## src/rtl/serial_add_if.sv

```systemverilog
// Start/done handshake bundle between the control unit and the bit-serial adder.
// The acc_sel select exists only when SERIAL_ADD_ACC_EN is defined.
interface serial_add_if #(
    parameter int N = 16
);
    logic         start;
    logic [N-1:0] rs1;
    logic [N-1:0] rs2;
`ifdef SERIAL_ADD_ACC_EN
    logic         acc_sel;
`endif
    logic [N-1:0] rd;
    logic         carry;
    logic         overflow;
    logic         busy;
    logic         done;
    logic [1:0]   dbg_state;

    // Handshake: start is sampled only while idle; an accepted start yields
    // exactly one done pulse N+1 cycles later. start seen while busy or done is dropped.
    modport master (
        output start, rs1, rs2,
`ifdef SERIAL_ADD_ACC_EN
        output acc_sel,
`endif
        input  rd, carry, overflow, busy, done, dbg_state
    );

    modport slave (
        input  start, rs1, rs2,
`ifdef SERIAL_ADD_ACC_EN
        input  acc_sel,
`endif
        output rd, carry, overflow, busy, done, dbg_state
    );
endinterface

```

## src/rtl/serial_add.sv

```systemverilog
// Bit-serial adder rd = rs1 + rs2, one bit per clock LSB first, with carry and signed overflow.
// Optional accumulate mode (rd = rd + rs2) is enabled by defining SERIAL_ADD_ACC_EN.
module serial_add #(
    parameter int N     = 16,
    parameter int CNT_W = $clog2(N)
) (
    input  logic         clk,
    input  logic         rst_n,
    serial_add_if.slave  bus
);
    typedef enum logic [1:0] {
        IDLE = 2'd0,
        RUN  = 2'd1,
        DONE = 2'd2
    } state_t;

    localparam logic [CNT_W-1:0] LAST = CNT_W'(N - 1);

    state_t           state_q, state_d;
    logic [N-1:0]     a_q, a_d;
    logic [N-1:0]     b_q, b_d;
    logic [N-2:0]     sum_q, sum_d;
    logic             c_q, c_d;
    logic [CNT_W-1:0] cnt_q, cnt_d;
    logic [N-1:0]     rd_q, rd_d;
    logic             carry_q, carry_d;
    logic             ovf_q, ovf_d;

    logic             s_bit;
    logic             c_out;

    always_ff @(posedge clk or negedge rst_n) begin
        if (!rst_n) begin
            state_q <= IDLE;
            a_q     <= '0;
            b_q     <= '0;
            sum_q   <= '0;
            c_q     <= 1'b0;
            cnt_q   <= '0;
            rd_q    <= '0;
            carry_q <= 1'b0;
            ovf_q   <= 1'b0;
        end else begin
            state_q <= state_d;
            a_q     <= a_d;
            b_q     <= b_d;
            sum_q   <= sum_d;
            c_q     <= c_d;
            cnt_q   <= cnt_d;
            rd_q    <= rd_d;
            carry_q <= carry_d;
            ovf_q   <= ovf_d;
        end
    end

    // One full-adder slice evaluated on the current LSBs.
    assign s_bit = a_q[0] ^ b_q[0] ^ c_q;
    assign c_out = (a_q[0] & b_q[0]) | (a_q[0] & c_q) | (b_q[0] & c_q);

    always_comb begin
        state_d = state_q;
        a_d     = a_q;
        b_d     = b_q;
        sum_d   = sum_q;
        c_d     = c_q;
        cnt_d   = cnt_q;
        rd_d    = rd_q;
        carry_d = carry_q;
        ovf_d   = ovf_q;
        case (state_q)
            IDLE: begin
                if (bus.start) begin
`ifdef SERIAL_ADD_ACC_EN
                    a_d = bus.acc_sel ? rd_q : bus.rs1;
`else
                    a_d = bus.rs1;
`endif
                    b_d     = bus.rs2;
                    sum_d   = '0;
                    c_d     = 1'b0;
                    cnt_d   = '0;
                    state_d = RUN;
                end
            end
            RUN: begin
                a_d   = a_q >> 1;
                b_d   = b_q >> 1;
                c_d   = c_out;
                // Sum bits enter at the top so bit k sits at sum_q[k] once N-1 bits are in.
                sum_d = (sum_q >> 1) | ((N-1)'(s_bit) << (N - 2));
                cnt_d = cnt_q + 1'b1;
                if (cnt_q == LAST) begin
                    rd_d    = {s_bit, sum_q};
                    carry_d = c_out;
                    ovf_d   = c_q ^ c_out;
                    state_d = DONE;
                end
            end
            DONE: begin
                state_d = IDLE;
            end
            default: begin
                state_d = IDLE;
            end
        endcase
    end

    assign bus.rd        = rd_q;
    assign bus.carry     = carry_q;
    assign bus.overflow  = ovf_q;
    assign bus.busy      = (state_q == RUN);
    assign bus.done      = (state_q == DONE);
    assign bus.dbg_state = state_q;
endmodule

```

## src/flat_wrapper.sv

```systemverilog
// flat-port wrapper written by rule: the top's interface ports become plain ports
module serial_add_flat 
#(
    parameter int N     = 16,
    parameter int CNT_W = $clog2(N)
)
  (clk, rst_n, bus_start, bus_rs1, bus_rs2, bus_rd, bus_carry, bus_overflow, bus_busy, bus_done, bus_dbg_state);
  serial_add_if #(.N(N)) bus_i ();
  input  logic clk;
  input  logic rst_n;
  input wire logic [$bits(bus_i.start)-1:0] bus_start;
  input wire logic [$bits(bus_i.rs1)-1:0] bus_rs1;
  input wire logic [$bits(bus_i.rs2)-1:0] bus_rs2;
  output wire logic [$bits(bus_i.rd)-1:0] bus_rd;
  output wire logic [$bits(bus_i.carry)-1:0] bus_carry;
  output wire logic [$bits(bus_i.overflow)-1:0] bus_overflow;
  output wire logic [$bits(bus_i.busy)-1:0] bus_busy;
  output wire logic [$bits(bus_i.done)-1:0] bus_done;
  output wire logic [$bits(bus_i.dbg_state)-1:0] bus_dbg_state;
  assign bus_i.start = bus_start;
  assign bus_i.rs1 = bus_rs1;
  assign bus_i.rs2 = bus_rs2;
  assign bus_rd = bus_i.rd;
  assign bus_carry = bus_i.carry;
  assign bus_overflow = bus_i.overflow;
  assign bus_busy = bus_i.busy;
  assign bus_done = bus_i.done;
  assign bus_dbg_state = bus_i.dbg_state;
  serial_add #(.N(N), .CNT_W(CNT_W)) u_core (.clk(clk), .rst_n(rst_n), .bus(bus_i));
endmodule
```

## config.mk

```make
export PLATFORM = sky130hd
export DESIGN_NAME = serial_add_flat
export DESIGN_NICKNAME = d
export VERILOG_FILES = /design/src/rtl/serial_add_if.sv /design/src/rtl/serial_add.sv /design/src/flat_wrapper.sv
export SDC_FILE = /design/constraint.sdc
export NUM_CORES = 1
export LEC_CHECK = 0
export CAP_MARGIN = 10
export CORE_MARGIN = 8
export CORE_UTILIZATION = 58
export CTS_BUF_LIST = sky130_fd_sc_hd__clkbuf_2
export DETAILED_ROUTE_END_ITERATION = 8
export GPL_ROUTABILITY_DRIVEN = 0
export PLACE_DENSITY = 0.95
export SYNTH_ARGS = -nofsm -noshare
export SYNTH_HDL_FRONTEND = slang
export SYNTH_SLANG_ARGS = --single-unit
```

## constraint.sdc

```tcl
create_clock -name clk -period 3.75 [get_ports clk]
set_input_delay 0.5625 -clock clk [delete_from_list [all_inputs] [get_ports clk]]
set_output_delay 0.5625 -clock clk [all_outputs]
set_load 0.005 [all_outputs]
```

==> run metrics <==
status=completed; port bufs=56; asr flop ratio synth=100%; Via Count=roughly 2400; worst hold path class=flop to flop; Yosys cell types=31; FF+latch count, synth=72; global-route wire length before repair=11.9 mm; post-DR vias/cell=5.96; setup TNS=0 ns; Worst Setup EP=bus_busy; FF/Latch Area=1800 sq um; Critical Path End Type=output port; reg2reg start=u_core.bus.dbg_state[0]; Core Region=roughly 5400 sq um; # Max-Cap Violations=0; Syn Nets=305; Clock Skews=0.0154 ns; HP Start=u_core.a_q[4]; minimum clock period=roughly 2.8 ns; FILL cells=342; initial antenna violation count=1; Post-synth EDFFs=0; leakage=about 1.7 nW; total number of H-tree levels=3; post-CTS resize count=0; worst r2r dst=u_core.a_q[3]; Yosys warnings=0; Post-route DRC=0; Max FO, Critical Path=33; share of cells above drive strength 1=13.2%; Worst-Margin Slew=0.959 ns; final worst slack=0.996 ns; pre-CTS setup slack=1.21 ns; RSZ-0062 raised after global routing=no; dpl hpwl=between 4 and 5 mm; netlist area before placement=3150 sq um; Worst EP required=~3.2 ns; Worst Path Class, Setup=flop to output port; GRT Overall Usage=18.2%; area delta synth->final=22.3%; Multi-input gate area=1200 sq um; clock sink count=72; critical path arrival=2.19 ns; Startpoint Class=flop; Initial Utilization=58.7%; Worst slew margin=35.9%; f_max=0.363 GHz; remaining global-route overflow=0; Clock transition at path regs=~0.18 ns; Root Driver=clkbuf_2; Fin. Hold Viols=0; final worst-path cycle share=between 70% and 80%; I/O pin total=57; cell row count=27; CTS tree=built; Die Ht=89.7 um; Final Setup Violations=0; post-synthesis instance total=268; 1st-iter DRT viols=between 200 and 250; # nets final=358; Die ar.=8050 sq um; Pwr per Cell Area=roughly 720 nW/um^2; vias in the first global route=2459; clk buf depth=2; routed len/inst=17.8 um; ys flop type=dfrtp_1; Crit. Startpoint=u_core.bus.dbg_state[1]; largest net degree at the start of global routing=between 50 and 60; Clock Latency Late Sink=0.50 ns; DR pass1 iterations=7; syn avg cell area=11.8 sq um; Die X=89.7 um; Max VDD drop=0.000346 V; antenna-violating nets left=0; depth of the worst register-to-register path=4; final wirelength=7.11 mm; register area share after synthesis=a little under three fifths; Final Max Slew Viols=0; Inserted Clock Buffers=9; post-layout power=2.79 mW; FF-to-FF setup slack=1.79 ns
-- cells in the mapped netlist (2+ instances only) --
cell type	n	area (sq um)
a2bb2oi_1	2	17.5
mux2_2	7	78.8
buf_6	2	22.5
buf_2	10	50.1
buf_4	2	15.0
a22o_1	15	131
dfrtp_1	72	1800
nor2b_1	18	113
o31ai_1	2	15.0
nand3_1	3	15.0
nand2_1	20	75.1
clkbuf_1	6	22.5
a21oi_1	15	75.1
mux2_4	9	135
a22oi_1	30	225
o21ai_0	37	185
inv_1	4	15.0
-- placed cells by master, fill, tap and decap left out, types with 2 or more instances in the layout --
cell type / instances
inv_1: 4
dfrtp_1: 72
a21oi_1: 15
nand3_1: 3
nand2_1: 20
a22o_1: 15
mux2_4: 9
clkbuf_2: 12
o21ai_0: 37
a2bb2oi_1: 2
a22oi_1: 30
buf_4: 6
bufinv_16: 2
mux2_2: 7
nor2b_1: 18
o31ai_1: 2
clkdlybuf4s50_1: 55
-- metal layers --
layer	up-vias	track usage (%)	share of wire, %
li1	1093	-	-
met1	1169	21.8	41
met2	94	27.6	49
met3	21	4.99	6.6
met4	0	13.0	3.1
met5	-	0	0
-- power by group --
part,leakage [nW],switching (mW),internal [mW]
sequential,0.950,0.211,1.07
combinational,0.628,0.482,0.539
clock,0.0836,0.261,0.227
-- worst max-delay path: stages, from the launching register on --
cell and delay [ns]:
dfrtp_1 0.42, nand2b_4 0.20, inv_2 0.45, clkdlybuf4s50_1 0.62
-- how the worst min path moves through the flow --
stage | endpoint | cells past startpoint
6_report | u_core.a_q[4] | 2
3_5_place_dp | u_core.a_q[11] | 2
4_1_cts | u_core.sum_q[2] | 2
2_1_floorplan | u_core.a_q[0] | 0
3_3_place_gp | u_core.a_q[11] | 2
5_1_grt | u_core.bus.rd[3] | 2
-- logic make-up (layout without fill, tap and decap cells) --
kind of cell | Yosys count | count (layout) | synth area share (%)
xor+xnor | 1 | 1 | 0.278
other cells | 0 | 1 | 0
mux | 16 | 16 | 6.79
fa+ha+maj | 2 | 2 | 1.03
compound gates | 105 | 105 | 21.7
flops | 72 | 72 | 57.2
simple gates | 46 | 46 | 8.26
buf+inv | 26 | 84 | 4.73
-- area by class of cell --
| cell class | instances | area share (%) |
|---|---|---|
| well taps | 72 | 2.34 |
| diodes | 1 | 0.0650 |
| multi-input cells | 170 | 31.1 |
| clock buffers | 12 | 1.56 |
| repair buffers | 63 | 15.8 |
| clock inverters | 4 | 1.79 |
| inverters | 5 | 0.487 |
| flip-flops and latches | 72 | 46.8 |
-- flip-flops by register name, indices dropped and copies added, names as in the netlist --
name and flops:
u_core.a_q 16, u_core.cnt_q 4, u_core.bus.overflow 1, u_core.bus.rd 16
u_core.sum_q 15, u_core.bus.carry 1, u_core.bus.dbg_state 2, u_core.b_q 16
u_core.c_q 1
-- through the flow --
step                      instances  hold WS, ns  utilization, %  area [sq um]
after floorplan                 268        0.267               -          3150
after global placement          381        0.461            69.1          3710
after detailed placement        381        0.477            69.1          3710
after CTS                       398        0.487            71.7          3850
after global routing            399        0.511            71.7          3850
final                           399        0.518            71.7          3850
-- timing repair --
item / CTS / global route
setup buffers: 0 / 0
hold buffers: 1 / 0
hold endpoints to repair: 19 / 0
Note: power is estimated with default switching activity, not from simulation.
